[config.mk]
export PLATFORM = sky130hd
export DESIGN_NAME = vga_mem_arbiter_flat
export DESIGN_NICKNAME = d
export VERILOG_FILES = /design/src/rtl/vga_mem_pkg.sv /design/src/rtl/vga_mem_arbiter_if.sv /design/src/rtl/vga_arb_stall_cnt.sv /design/src/rtl/vga_mem_arbiter.sv /design/src/flat_wrapper.sv
export SDC_FILE = /design/constraint.sdc
export NUM_CORES = 1
export LEC_CHECK = 0
export BUFFER_PORTS_ARGS = -buffer_cell sky130_fd_sc_hd__buf_2
export CAP_MARGIN = 40
export CORE_UTILIZATION = 36
export DETAILED_ROUTE_END_ITERATION = 10
export MAX_ROUTING_LAYER = met4
export PLACE_DENSITY_LB_ADDON = 0.25
export REMOVE_ABC_BUFFERS = 1
export SETUP_SLACK_MARGIN = 0.5
export SLEW_MARGIN = 20
export SYNTH_ARGS = -nofsm -noshare
export SYNTH_HDL_FRONTEND = slang
export SYNTH_SLANG_ARGS = --single-unit
[constraint.sdc]
create_clock -name i_clk -period 2.8 [get_ports i_clk]
set_input_delay 0.14 -clock i_clk [delete_from_list [all_inputs] [get_ports i_clk]]
set_output_delay 0.14 -clock i_clk [all_outputs]
set_load 0.005 [all_outputs]
[src/rtl/vga_mem_pkg.sv]
// vga_mem_pkg: shared types and constants for the VGA/CPU RAM arbiter.
package vga_mem_pkg;
  typedef enum logic [1:0] {IDLE = 2'd0, DATA = 2'd1, ACK = 2'd2} state_t;
  localparam int AW_DEF = 16;
  localparam int DW_DEF = 16;
  localparam int RD_LAT = 1;
endpackage

[src/rtl/vga_mem_arbiter_if.sv]
// vga_mem_arbiter_if: VGA, CPU and RAM buses seen by the arbiter.
interface vga_mem_arbiter_if import vga_mem_pkg::*; #(
  parameter int AW = AW_DEF,
  parameter int DW = DW_DEF
);
  logic [AW-1:0] vga_addr;
  logic          vga_cs;
  logic          vga_access;
  logic [DW-1:0] vga_dat;
  logic [AW-1:0] cpu_addr;
  logic [DW-1:0] cpu_wdat;
  logic          cpu_we;
  logic          cpu_cs;
  logic [DW-1:0] cpu_rdat;
  logic          cpu_ack;
  logic [AW-1:0] mem_addr;
  logic [DW-1:0] mem_wdat;
  logic          mem_we;
  logic          mem_cs;
  logic [DW-1:0] mem_rdat;
  modport slave (
    input  vga_addr, vga_cs, vga_access, cpu_addr, cpu_wdat, cpu_we, cpu_cs, mem_rdat,
    output vga_dat, cpu_rdat, cpu_ack, mem_addr, mem_wdat, mem_we, mem_cs
  );
  modport master (
    output vga_addr, vga_cs, vga_access, cpu_addr, cpu_wdat, cpu_we, cpu_cs, mem_rdat,
    input  vga_dat, cpu_rdat, cpu_ack, mem_addr, mem_wdat, mem_we, mem_cs
  );
endinterface

[src/rtl/vga_arb_stall_cnt.sv]
// vga_arb_stall_cnt: 16-bit saturating counter of CPU stall cycles.
module vga_arb_stall_cnt (
  input  logic        i_clk,
  input  logic        i_reset,
  input  logic        inc,
  output logic [15:0] cnt
);
  always_ff @(posedge i_clk)
    if (i_reset) cnt <= '0;
    else if (inc && cnt != 16'hFFFF) cnt <= cnt + 16'd1;
endmodule

[src/rtl/vga_mem_arbiter.sv]
// vga_mem_arbiter: shares one pipelined RAM between a VGA reader (always wins) and a CPU.
// Define VGA_ARB_STALL_CNT_EN to add the o_stall_cnt port.
module vga_mem_arbiter import vga_mem_pkg::*; #(
  parameter int AW = AW_DEF,
  parameter int DW = DW_DEF
) (
  input  logic              i_clk,
  input  logic              i_reset,
`ifdef VGA_ARB_STALL_CNT_EN
  output logic [15:0]       o_stall_cnt,
`endif
  vga_mem_arbiter_if.slave  bus
);
  state_t        state, state_n;
  logic          r_claim, r_done, we_q, vga_owned, issue;
  logic [DW-1:0] rdat_q;
  always_comb begin
    vga_owned = r_claim | bus.vga_cs;
    issue     = state == IDLE && bus.cpu_cs && !r_done && !vga_owned;
    state_n   = state == IDLE ? (issue ? DATA : IDLE) : state == DATA ? ACK : IDLE;
  end
  always_ff @(posedge i_clk)
    if (i_reset) state <= IDLE;
    else state <= state_n;
  // r_done blocks re-issue until the CPU drops cs after its ack
  always_ff @(posedge i_clk)
    if (i_reset) begin
      r_claim <= 1'b0;
      r_done  <= 1'b0;
      we_q    <= 1'b0;
      rdat_q  <= '0;
    end else begin
      r_claim <= bus.vga_access;
      r_done  <= state == ACK || (r_done && bus.cpu_cs);
      if (issue) we_q <= bus.cpu_we;
      if (state == DATA && !we_q) rdat_q <= bus.mem_rdat;
    end
  assign bus.mem_cs   = bus.vga_cs | issue;
  assign bus.mem_we   = issue & bus.cpu_we;
  assign bus.mem_addr = bus.vga_cs ? bus.vga_addr : issue ? bus.cpu_addr : {AW{1'b0}};
  assign bus.mem_wdat = issue ? bus.cpu_wdat : '0;
  assign bus.vga_dat  = bus.mem_rdat;
  assign bus.cpu_rdat = rdat_q;
  assign bus.cpu_ack  = state == ACK;
`ifdef VGA_ARB_STALL_CNT_EN
  vga_arb_stall_cnt u_stall_cnt (
    .i_clk   (i_clk),
    .i_reset (i_reset),
    .inc     (state == IDLE && bus.cpu_cs && !r_done && vga_owned),
    .cnt     (o_stall_cnt)
  );
`endif
endmodule

[src/flat_wrapper.sv]
// flat-port wrapper written by rule: the top's interface ports become plain ports
module vga_mem_arbiter_flat import vga_mem_pkg::*;
#(
  parameter int AW = AW_DEF,
  parameter int DW = DW_DEF
)
  (i_clk, i_reset, bus_vga_addr, bus_vga_cs, bus_vga_access, bus_cpu_addr, bus_cpu_wdat, bus_cpu_we, bus_cpu_cs, bus_mem_rdat, bus_vga_dat, bus_cpu_rdat, bus_cpu_ack, bus_mem_addr, bus_mem_wdat, bus_mem_we, bus_mem_cs);
  vga_mem_arbiter_if #(.AW(AW), .DW(DW)) bus_i ();
  input  logic i_clk;
  input  logic i_reset;
  input wire logic [$bits(bus_i.vga_addr)-1:0] bus_vga_addr;
  input wire logic [$bits(bus_i.vga_cs)-1:0] bus_vga_cs;
  input wire logic [$bits(bus_i.vga_access)-1:0] bus_vga_access;
  input wire logic [$bits(bus_i.cpu_addr)-1:0] bus_cpu_addr;
  input wire logic [$bits(bus_i.cpu_wdat)-1:0] bus_cpu_wdat;
  input wire logic [$bits(bus_i.cpu_we)-1:0] bus_cpu_we;
  input wire logic [$bits(bus_i.cpu_cs)-1:0] bus_cpu_cs;
  input wire logic [$bits(bus_i.mem_rdat)-1:0] bus_mem_rdat;
  output wire logic [$bits(bus_i.vga_dat)-1:0] bus_vga_dat;
  output wire logic [$bits(bus_i.cpu_rdat)-1:0] bus_cpu_rdat;
  output wire logic [$bits(bus_i.cpu_ack)-1:0] bus_cpu_ack;
  output wire logic [$bits(bus_i.mem_addr)-1:0] bus_mem_addr;
  output wire logic [$bits(bus_i.mem_wdat)-1:0] bus_mem_wdat;
  output wire logic [$bits(bus_i.mem_we)-1:0] bus_mem_we;
  output wire logic [$bits(bus_i.mem_cs)-1:0] bus_mem_cs;
  assign bus_i.vga_addr = bus_vga_addr;
  assign bus_i.vga_cs = bus_vga_cs;
  assign bus_i.vga_access = bus_vga_access;
  assign bus_i.cpu_addr = bus_cpu_addr;
  assign bus_i.cpu_wdat = bus_cpu_wdat;
  assign bus_i.cpu_we = bus_cpu_we;
  assign bus_i.cpu_cs = bus_cpu_cs;
  assign bus_i.mem_rdat = bus_mem_rdat;
  assign bus_vga_dat = bus_i.vga_dat;
  assign bus_cpu_rdat = bus_i.cpu_rdat;
  assign bus_cpu_ack = bus_i.cpu_ack;
  assign bus_mem_addr = bus_i.mem_addr;
  assign bus_mem_wdat = bus_i.mem_wdat;
  assign bus_mem_we = bus_i.mem_we;
  assign bus_mem_cs = bus_i.mem_cs;
  vga_mem_arbiter #(.AW(AW), .DW(DW)) u_core (.i_clk(i_clk), .i_reset(i_reset), .bus(bus_i));
endmodule
# [Word-level counts from Yosys, hierarchy flattened]
# Cells that the tools add are included.
[classes] reduce_logical=10 eq_ne=2 bitwise_logic=3 muxes=6
[ops] cell="$mux 16" n=3
[ops] cell="$logic_and 1x1->1" n=5
[ops] cell="$mux 2" n=2
[ops] cell="$logic_not 1->1" n=3
[ops] cell="$eq 2x1->1 const B" n=1
[ops] cell="$eq 2x2->1 const B" n=1
[ops] cell="$logic_not 2->1" n=1
[ops] cell="$or 1x1->1" n=2
[ops] cell="$and 1x1->1" n=1
[ops] cell="$logic_or 1x1->1" n=1
[ops] cell="$mux 1" n=1
[totals] in_bits=70 word_cells=26 reg_bits=21

# [Longest topological paths before layout]
# Gate-level depths: netlist (run 1).
[logic_depth] ltp_word=6 mapped_depth=5 ltp_nobuf=3

# [Worst setup path after synthesis (run 1)]
# Ideal clock, no wire load.
[synth_path] kind="flip-flop to output port" start="register u_core.r_done" end="output port bus_mem_addr[10]" required_ns=2.660 path_stages_with_launch=5 path_slack_ns=1.387 arrival_ns=1.273 cell_sequence="dfxtp_1 -> or4_4 -> nor2_8 -> buf_6 -> a22o_1"
[synth_via] elab_chain_cells=5
[synth_rtl] element="from (decl)" line_no="vga_mem_arbiter.sv:15" text="logic r_claim, r_done, we_q, vga_owned, issue;"
[synth_rtl] element="from (signal assigned)" line_no="vga_mem_arbiter.sv:34" text="r_done <= state == ACK || (r_done && bus.cpu_cs);"
[synth_rtl] element="$logic_not 1->1" line_no="vga_mem_arbiter.sv:19" text="issue = state == IDLE && bus.cpu_cs && !r_done && !vga_owned;"
[synth_rtl] element="$logic_and 1x1->1 (2 in series)" line_no="vga_mem_arbiter.sv:19"
[synth_rtl] element="$mux 16 (2 in series)" line_no="vga_mem_arbiter.sv:40" text="assign bus.mem_addr = bus.vga_cs ? bus.vga_addr : issue ? bus.cpu_addr : {AW{1'b0}};"
[synth_rtl] element="to (decl)" line_no="flat_wrapper.sv:22" text="output wire logic [$bits(bus_i.mem_addr)-1:0] bus_mem_addr;"
# Every way passes these cells.

# [Final worst setup path (run 1)]
[layout_path] start="register u_core.r_done" end="output port bus_mem_addr[15]"
# Same word-level chain as after synthesis.

==> results of run 1 <==
-- how the worst max path moves through the flow --
stage | start | to | slack (ns)
after floorplan | u_core.r_done$_SDFF_PP0_ | bus_mem_addr[0] | 1.36
after global placement | bus_vga_cs | bus_mem_wdat[5] | 1.13
after detailed placement | bus_vga_cs | bus_mem_addr[15] | 1.12
after CTS | u_core.r_done$_SDFF_PP0_ | bus_mem_addr[15] | 0.81
after global routing | u_core.r_done$_SDFF_PP0_ | bus_mem_addr[4] | 0.71
final | u_core.r_done$_SDFF_PP0_ | bus_mem_addr[15] | 0.84
-- metrics by stage --
stage / instances / instance area (um^2)
6_report: 302 / 1760
3_5_place_dp: 298 / 1730
2_1_floorplan: 117 / 988
5_1_grt: 302 / 1760
3_3_place_gp: 297 / 1720
4_1_cts: 302 / 1760
-- synth_stat cells (all sizes together) --
| library cell | n | area [um^2] |
|---|---|---|
| a21oi | 17 | 85.1 |
| mux2i | 1 | 10.0 |
| or3b | 1 | 8.76 |
| nand2 | 32 | 120 |
| or2 | 1 | 6.26 |
| or4 | 1 | 11.3 |
| nor2 | 2 | 23.8 |
| nand2b | 3 | 18.8 |
| nor3 | 1 | 5.00 |
| dfxtp | 21 | 420 |
| and2 | 17 | 106 |
| buf | 21 | 170 |
| a22o | 16 | 140 |
| nor3b | 2 | 20.0 |
| clkbuf | 5 | 18.8 |
| nor2b | 2 | 12.5 |
-- power by group --
| part | switching [mW] | internal, mW | total (mW) |
|---|---|---|---|
| clock network | 0.0837 | 0.0553 | 0.139 |
| logic | 0.0690 | 0.0916 | 0.161 |
| registers | 0.00465 | 0.308 | 0.312 |
| total | 0.157 | 0.455 | 0.612 |
-- cells by family after synthesis --
logic type,count (synthesis),synth area share
flops,21,0.357
simple gates,62,0.283
mux,1,0.00850
compound gates,33,0.191
buf+inv,26,0.160
-- registers in the layout, indices dropped and copies added, names as in the netlist --
name                 count
u_core.bus.cpu_rdat     16
u_core.r_done            1
u_core.r_claim           1
u_core.we_q              1
u_core.state             2
-- layer usage --
layer  GRT usage  wire (um)  vias up
met1       0.196       1260      577
met4      0.0510         20        0
met5           -          0        -
met3      0.0306        314        2
li1            -          -      691
met2       0.313       1560       74
-- area by class of cell --
cell class / instances / area [um^2]
fill: 329 / 1320
sequential: 21 / 420
tap: 44 / 55.1
multi-input combinational: 96 / 568
timing repair buffer: 137 / 688
clock buffer: 4 / 26.3
==> summary.txt, run 1 <==
Synthesis
  – Sequential fraction of the synthesis area: 0.357
  – Number of library cell types mapped by synthesis: 20
  – Cell area after synthesis: ~1200 um^2
  – Flops & latches, synth: 21
  – Avg Cell Area, Syn: ~8.2 um^2
  – Post-synthesis cell count: 143
  – Yosys warns: 0

STA
  – Setup-failing EPs final: 0
  – Worst Max-Slew Pin Slew: 0.456 ns
  – Hold WS: a little under 0.05 ns
  – Fmax: ~500 MHz
  – Setup TNS: 0 ns
  – Clk_skew: between 0.002 and 0.003 ns
  – RSZ-0062 raised after global routing: false
  – Setup WS post-layout: 0.840 ns
  – Tmin final: 1.96 ns
  – Final period utilization: 0.700
  – Hold Vio Cnt, Final: 0
  – Worst rel slew slack: 0.695
  – Max-slew violations: 0

Place
  – I/O Buffers: between 100 and 150
  – Dpl ws: 1.12 ns
  – Placer Congestion: about 0.71
  – Hpwl dp: between 2000 and 3000 um

Final layout
  – Total Nets Final: approximately 330
  – Area added between synthesis and finish: 49.3%
  – Layout Utilization: 0.571
  – ANT cells: 0
  – Commonest cells after routing, fill and taps aside: 136 x buf_2, 32 x nand2_1, 21 x dfxtp_1, 17 x and2_1, 17 x a21oi_1
  – Most common cell after layout, fill and taps aside: buf_2
  – Layout cells sized above 1: 0.562

Pwr
  – Cell Pwr Density: between 300 and 400 nW/um^2
  – P_leak: 0.981 nW
  – Max VDD drop: ~250 uV
  – Final total power: a little over 0.6 mW

Clocking
  – Cts repair resizes: 0
  – Skew-Pair Late Insertion Delay: between 0.2 and 0.3 ns
  – Root Driver: clkbuf_4
  – CTS tree: done
  – Hold Buf Count CTS: 0
  – CTS Buffer Depth: 2
  – Clk pin slew, worst setup/hold paths: roughly 0.11 ns
  – Num CTS Buffers: 3
  – CTS sink cnt: 21
  – # Post-CTS Setup Buffers: 0
  – # H-tree levels: 1

Critical path
  – FF-to-FF Start: u_core.r_done$_SDFF_PP0_
  – R2R Setup Slk: between 1 and 1.5 ns
  – CP Capture Type: output pin
  – Critical path class: register to output pin
  – CP max stage delay: 0.57 ns
  – CP max stage cell: or4_4
  – Worst reg-to-reg path cell count: 3
  – Critical Path Fanout Max: 35
  – Reg2Reg Capture Point: u_core.we_q$_SDFFE_PP0P_
  – Critical path's top delay family: simple AND/OR/NAND/NOR gates
  – Data arrival, critical path: between 1.5 and 2 ns
  – Data required time of the worst path: around 2.7 ns
  – Critical Path Start Type: register
  – CP cell instances: or4_4 -> nor2_8 -> a22o_1 -> buf_2
  – Stages on worst setup path: 4
  – Buf/Inv on CP: 1

Min path
  – Hold Path Class: primary input to register
  – HP Start: bus_vga_access
  – Hold Path End: u_core.r_claim$_SDFF_PP0_
  – Worst hold stages: 2

Routing
  – WL final: 3150 um
  – Detailed Route Iter0 Violations: 58
  – Vias after detailed routing: roughly 1,300
  – Drt wl/cell: 10.4 um
  – Drt drc: 0
  – Post-DRT Antenna Nets: 0
  – DR pass1 iterations: 4
  – Via density: 4.45

Floorplan
  – Row Count: 20
  – I/O pins: between 100 and 150
  – Die height: 59.2 um
  – Initial core utilization: 0.383
  – DIE WIDTH: 59.2 um
  – Core box area: 3080 um^2
  – Die ar.: between 3000 and 4000 um^2

GRT
  – Total GRT Usage: 0.174
  – Vias in the first global route: 1,085
  – Total gr overflow: 0
  – First-pass GRT wire length: around 4600 um
  – Largest net degree at the start of global routing: 36
  – Initial antenna violation count: 0

Run status
  – Status: finished clean

Job
  – Maxcap violations: 0
(Power assumes the default switching activity.)
==> run 2, diff against run 1 <==
ABC_AREA = 1   (was default)
clock period = 2 ns   (was 2.8 ns; I/O delays follow)
==> run 2 against run 1 <==
Wire length rose by 12%. Worst hold slack about the same. Sequential power increased by 41%. Cell area increased by 15%. Via count grew 15%. Critical path depth up 1. Utilization fell by 2.0 points. Clock power increased by 95%. Non-clock buffer count up 1. First-iteration DRC count fell by 29%. Critical path type unchanged. Highest routed layer unchanged.
==> summary.txt, run 2 <==
STA
  – Worst Max-Slew Pin Slew: 0.475 ns (+0.0194 ns)
  – Clk_skew: 0.00246 ns (-0.000290 ns)
  – Setup WS post-layout: 0.572 ns (-0.269 ns)
  – Fmax: ~700 MHz
  – Setup TNS: 0 ns (unchanged)
  – Worst rel slew slack: 0.683 (-0.0116)
  – RSZ-0062 raised after global routing: false
  – Max-slew violations: 0 (unchanged)
  – Hold Vio Cnt, Final: 0 (unchanged)
  – Final period utilization: 0.714
  – Setup-failing EPs final: 0 (unchanged)
  – Tmin final: roughly 1.4 ns

Synthesis
  – Dominant cell type by area after synthesis: dfxtp_1
  – Post-synth EDFFs: 0 (unchanged)
  – Synth top area cells: dfxtp_1 31%, nand2_1 12%, inv_1 10%
  – Post-synthesis cell count: 196 (+37%)
  – Share of the synthesized area in the top cell type: 0.305 (-0.0516)
  – Number of library cell types mapped by synthesis: 20 (unchanged)
  – Yosys warns: 0 (unchanged)
  – Async set-reset flop share out of synthesis: 0 (unchanged)
  – Cell area after synthesis: 1380 um^2 (+17%)
  – Most frequent cell after synthesis: nand2_1
  – Flops & latches, synth: 21 (unchanged)
  – Sequential fraction of the synthesis area: 0.305 (-0.0516)
  – Top FF cell, synth: dfxtp_1
  – Top cells by count, synth: 43 x nand2_1, 37 x inv_1, 22 x nor2_1
  – Avg Cell Area, Syn: 7.02 um^2 (-15%)

Routing
  – Drt drc: 0 (unchanged)
  – Vias after detailed routing: 1,539 (+15%)
  – Detailed Route Iter0 Violations: 41 (-29%)
  – Post-DRT Antenna Nets: 0 (unchanged)
  – DR pass1 iterations: 4 (unchanged)
  – Via density: 4.25 (-4.5%)
  – WL final: 3540 um (+12%)
  – Drt wl/cell: 9.78 um (-6.2%)

Floorplan
  – Row Count: 22 (+10%)
  – Core box area: 3660 um^2 (+19%)
  – Initial core utilization: 0.376 (-0.00658)
  – DIE WIDTH: 63.8 um (+7.8%)
  – Die height: 63.8 um (+7.8%)
  – I/O pins: 137 (unchanged)
  – Die ar.: 4070 um^2 (+16%)

Min path
  – Hold Path Class: primary input to register

Critical path
  – CP Capture Type: output pin
  – R2R Setup Slk: 0.78 ns (-0.50 ns)
  – Critical path class: register to output pin
  – Data required time of the worst path: 1.90 ns (-0.76 ns)
  – FF-to-FF Start: u_core.state[1]$_SDFF_PP0_
  – Reg2Reg Capture Point: u_core.bus.cpu_rdat[15]$_SDFFE_PP0P_
  – Worst Setup SP: u_core.state[0]$_SDFF_PP0_
  – Worst reg-to-reg path cell count: 6 (+3)
  – Setup crit end: bus_mem_addr[0]
  – Critical Path Start Type: register
  – Critical Path Fanout Max: 16 (-54%)
  – Data arrival, critical path: 1.33 ns (-0.49 ns)

GRT
  – Total gr overflow: 0 (unchanged)
  – Initial antenna violation count: 0 (unchanged)
  – Total GRT Usage: 0.164 (-0.0101)
  – Vias in the first global route: 1,240 (+14%)
  – Largest net degree at the start of global routing: 22 (-39%)
  – First-pass GRT wire length: 5220 um (+13%)

Place
  – Placer Congestion: 0.709 (-0.38%)
  – Hpwl dp: 2690 um (+5.0%)
  – Placed instance count: 355 (+19%)
  – I/O Buffers: 136 (unchanged)
  – Dpl ws: 0.570 ns (-0.552 ns)

Clocking
  – CTS Buffer Depth: 2 (unchanged)
  – Hold Buf Count CTS: 0 (unchanged)
  – Num CTS Buffers: 3 (unchanged)
  – Root Driver: clkbuf_8
  – # H-tree levels: 1 (unchanged)
  – Skew-Pair Late Insertion Delay: 0.25 ns (-0.04 ns)
  – CTS sink cnt: 21 (unchanged)
  – CTS tree: done
  – Clk pin slew, worst setup/hold paths: 0.07 ns (-0.04 ns)

Pwr
  – Sw Ratio: 0.276 (+0.0193)
  – Flop pwr share: 0.451 (-0.059)
  – Clk pwr share: 0.279 (+0.052)
  – Net Sw Power: 0.269 mW (+71%)
  – Cell Pwr Density: 482 nW/um^2 (+39%)
  – Final total power: 0.973 mW (+59%)
  – Comb power frac: 0.270 (+0.008)
  – P_leak: 1.20 nW (+22%)
  – Max VDD drop: 321 uV (+29%)
  – P_int: 0.704 mW (+55%)

Final layout
  – ANT cells: 0 (unchanged)
  – Most common cell after layout, fill and taps aside: buf_2
  – Layout Utilization: 0.551 (-0.0199)
  – Area added between synthesis and finish: 46.6%
  – Post-Layout Cell Count: 362 (+20%)
  – Commonest cells after routing, fill and taps aside: 136 x buf_2, 43 x nand2_1, 37 x inv_1, 21 x nor2_1, 20 x dfxtp_1
  – Max reg flops: 16 (unchanged)
  – Total Nets Final: 385 (+17%)
  – Layout cells sized above 1: 0.570 (+0.00805)

Run status
  – Status: finished clean

Job
  – Maxcap violations: 0 (unchanged)
==> run 2: power groups by stage <==
stage,clock network [mW],logic (mW),registers (mW)
3_3_place_gp,0,0.248,0.448
5_1_grt,0.301,0.292,0.441
3_5_place_dp,0,0.252,0.448
6_report,0.271,0.263,0.439
4_1_cts,0.284,0.264,0.439
2_1_floorplan,0,0.0945,0.449
==> run 2: area by class of cell <==
cell class / count / area [um^2]
Sequential cell: 21 / 422
Timing Repair Buffer: 138 / 708
Clock buffer: 4 / 45.0
Tap cell: 48 / 60.1
Multi-Input combinational cell: 113 / 638
Fill cell: 370 / 1640
Inverter: 38 / 145
==> run 2: worst min-delay path by stage <==
stage	to	startpoint	depth (start not counted)
floorplan	u_core.bus.cpu_rdat[10]$_SDFFE_PP0P_	i_reset	1
global placement	u_core.r_claim$_SDFF_PP0_	bus_vga_access	3
detailed placement	u_core.r_claim$_SDFF_PP0_	bus_vga_access	3
CTS	u_core.r_claim$_SDFF_PP0_	bus_vga_access	3
global route	u_core.r_claim$_SDFF_PP0_	bus_vga_access	3
finish	u_core.r_claim$_SDFF_PP0_	bus_vga_access	3
==> run 2: through the flow <==
stage,area [um^2],hold slack (ns)
after floorplan,1170,0.162
after detailed placement,1910,0.317
after CTS,2010,0.0443
after global routing,2020,0.0520
after global placement,1910,0.313
final,2020,0.0492
==> run 2: cell families (layout without fill, tap and decap cells) <==
family	count (synthesis)	after routing	synth area share
AND/OR/NAND/NOR	78	79	0.258
flip-flops	21	21	0.305
AO/OA/AOI/OAI	34	34	0.184
buffers and inverters	63	180	0.253
==> run 2: layer usage <==
metal / global-route usage / up-vias / share of wire
met4: 0.0511 / 0 / 0.0082
met1: 0.167 / 651 / 0.40
met3: 0.0286 / 4 / 0.091
met2: 0.315 / 81 / 0.50
met5: - / - / 0
li1: - / 803 / -
==> run 2: what timing repair did <==
action	CTS	global route
gates cloned	1	0
pin swaps	1	1
gates resized for setup	2	4
endpoints found under the setup margin	33	30
buffers inserted	2	0
==> run 2: worst max-delay path: stages (launching register included) <==
cell,delay (ns)
dfxtp_2,0.35
nor2_4,0.18
nand3_4,0.10
buf_12,0.17
o21ai_0,0.14
buf_2,0.13
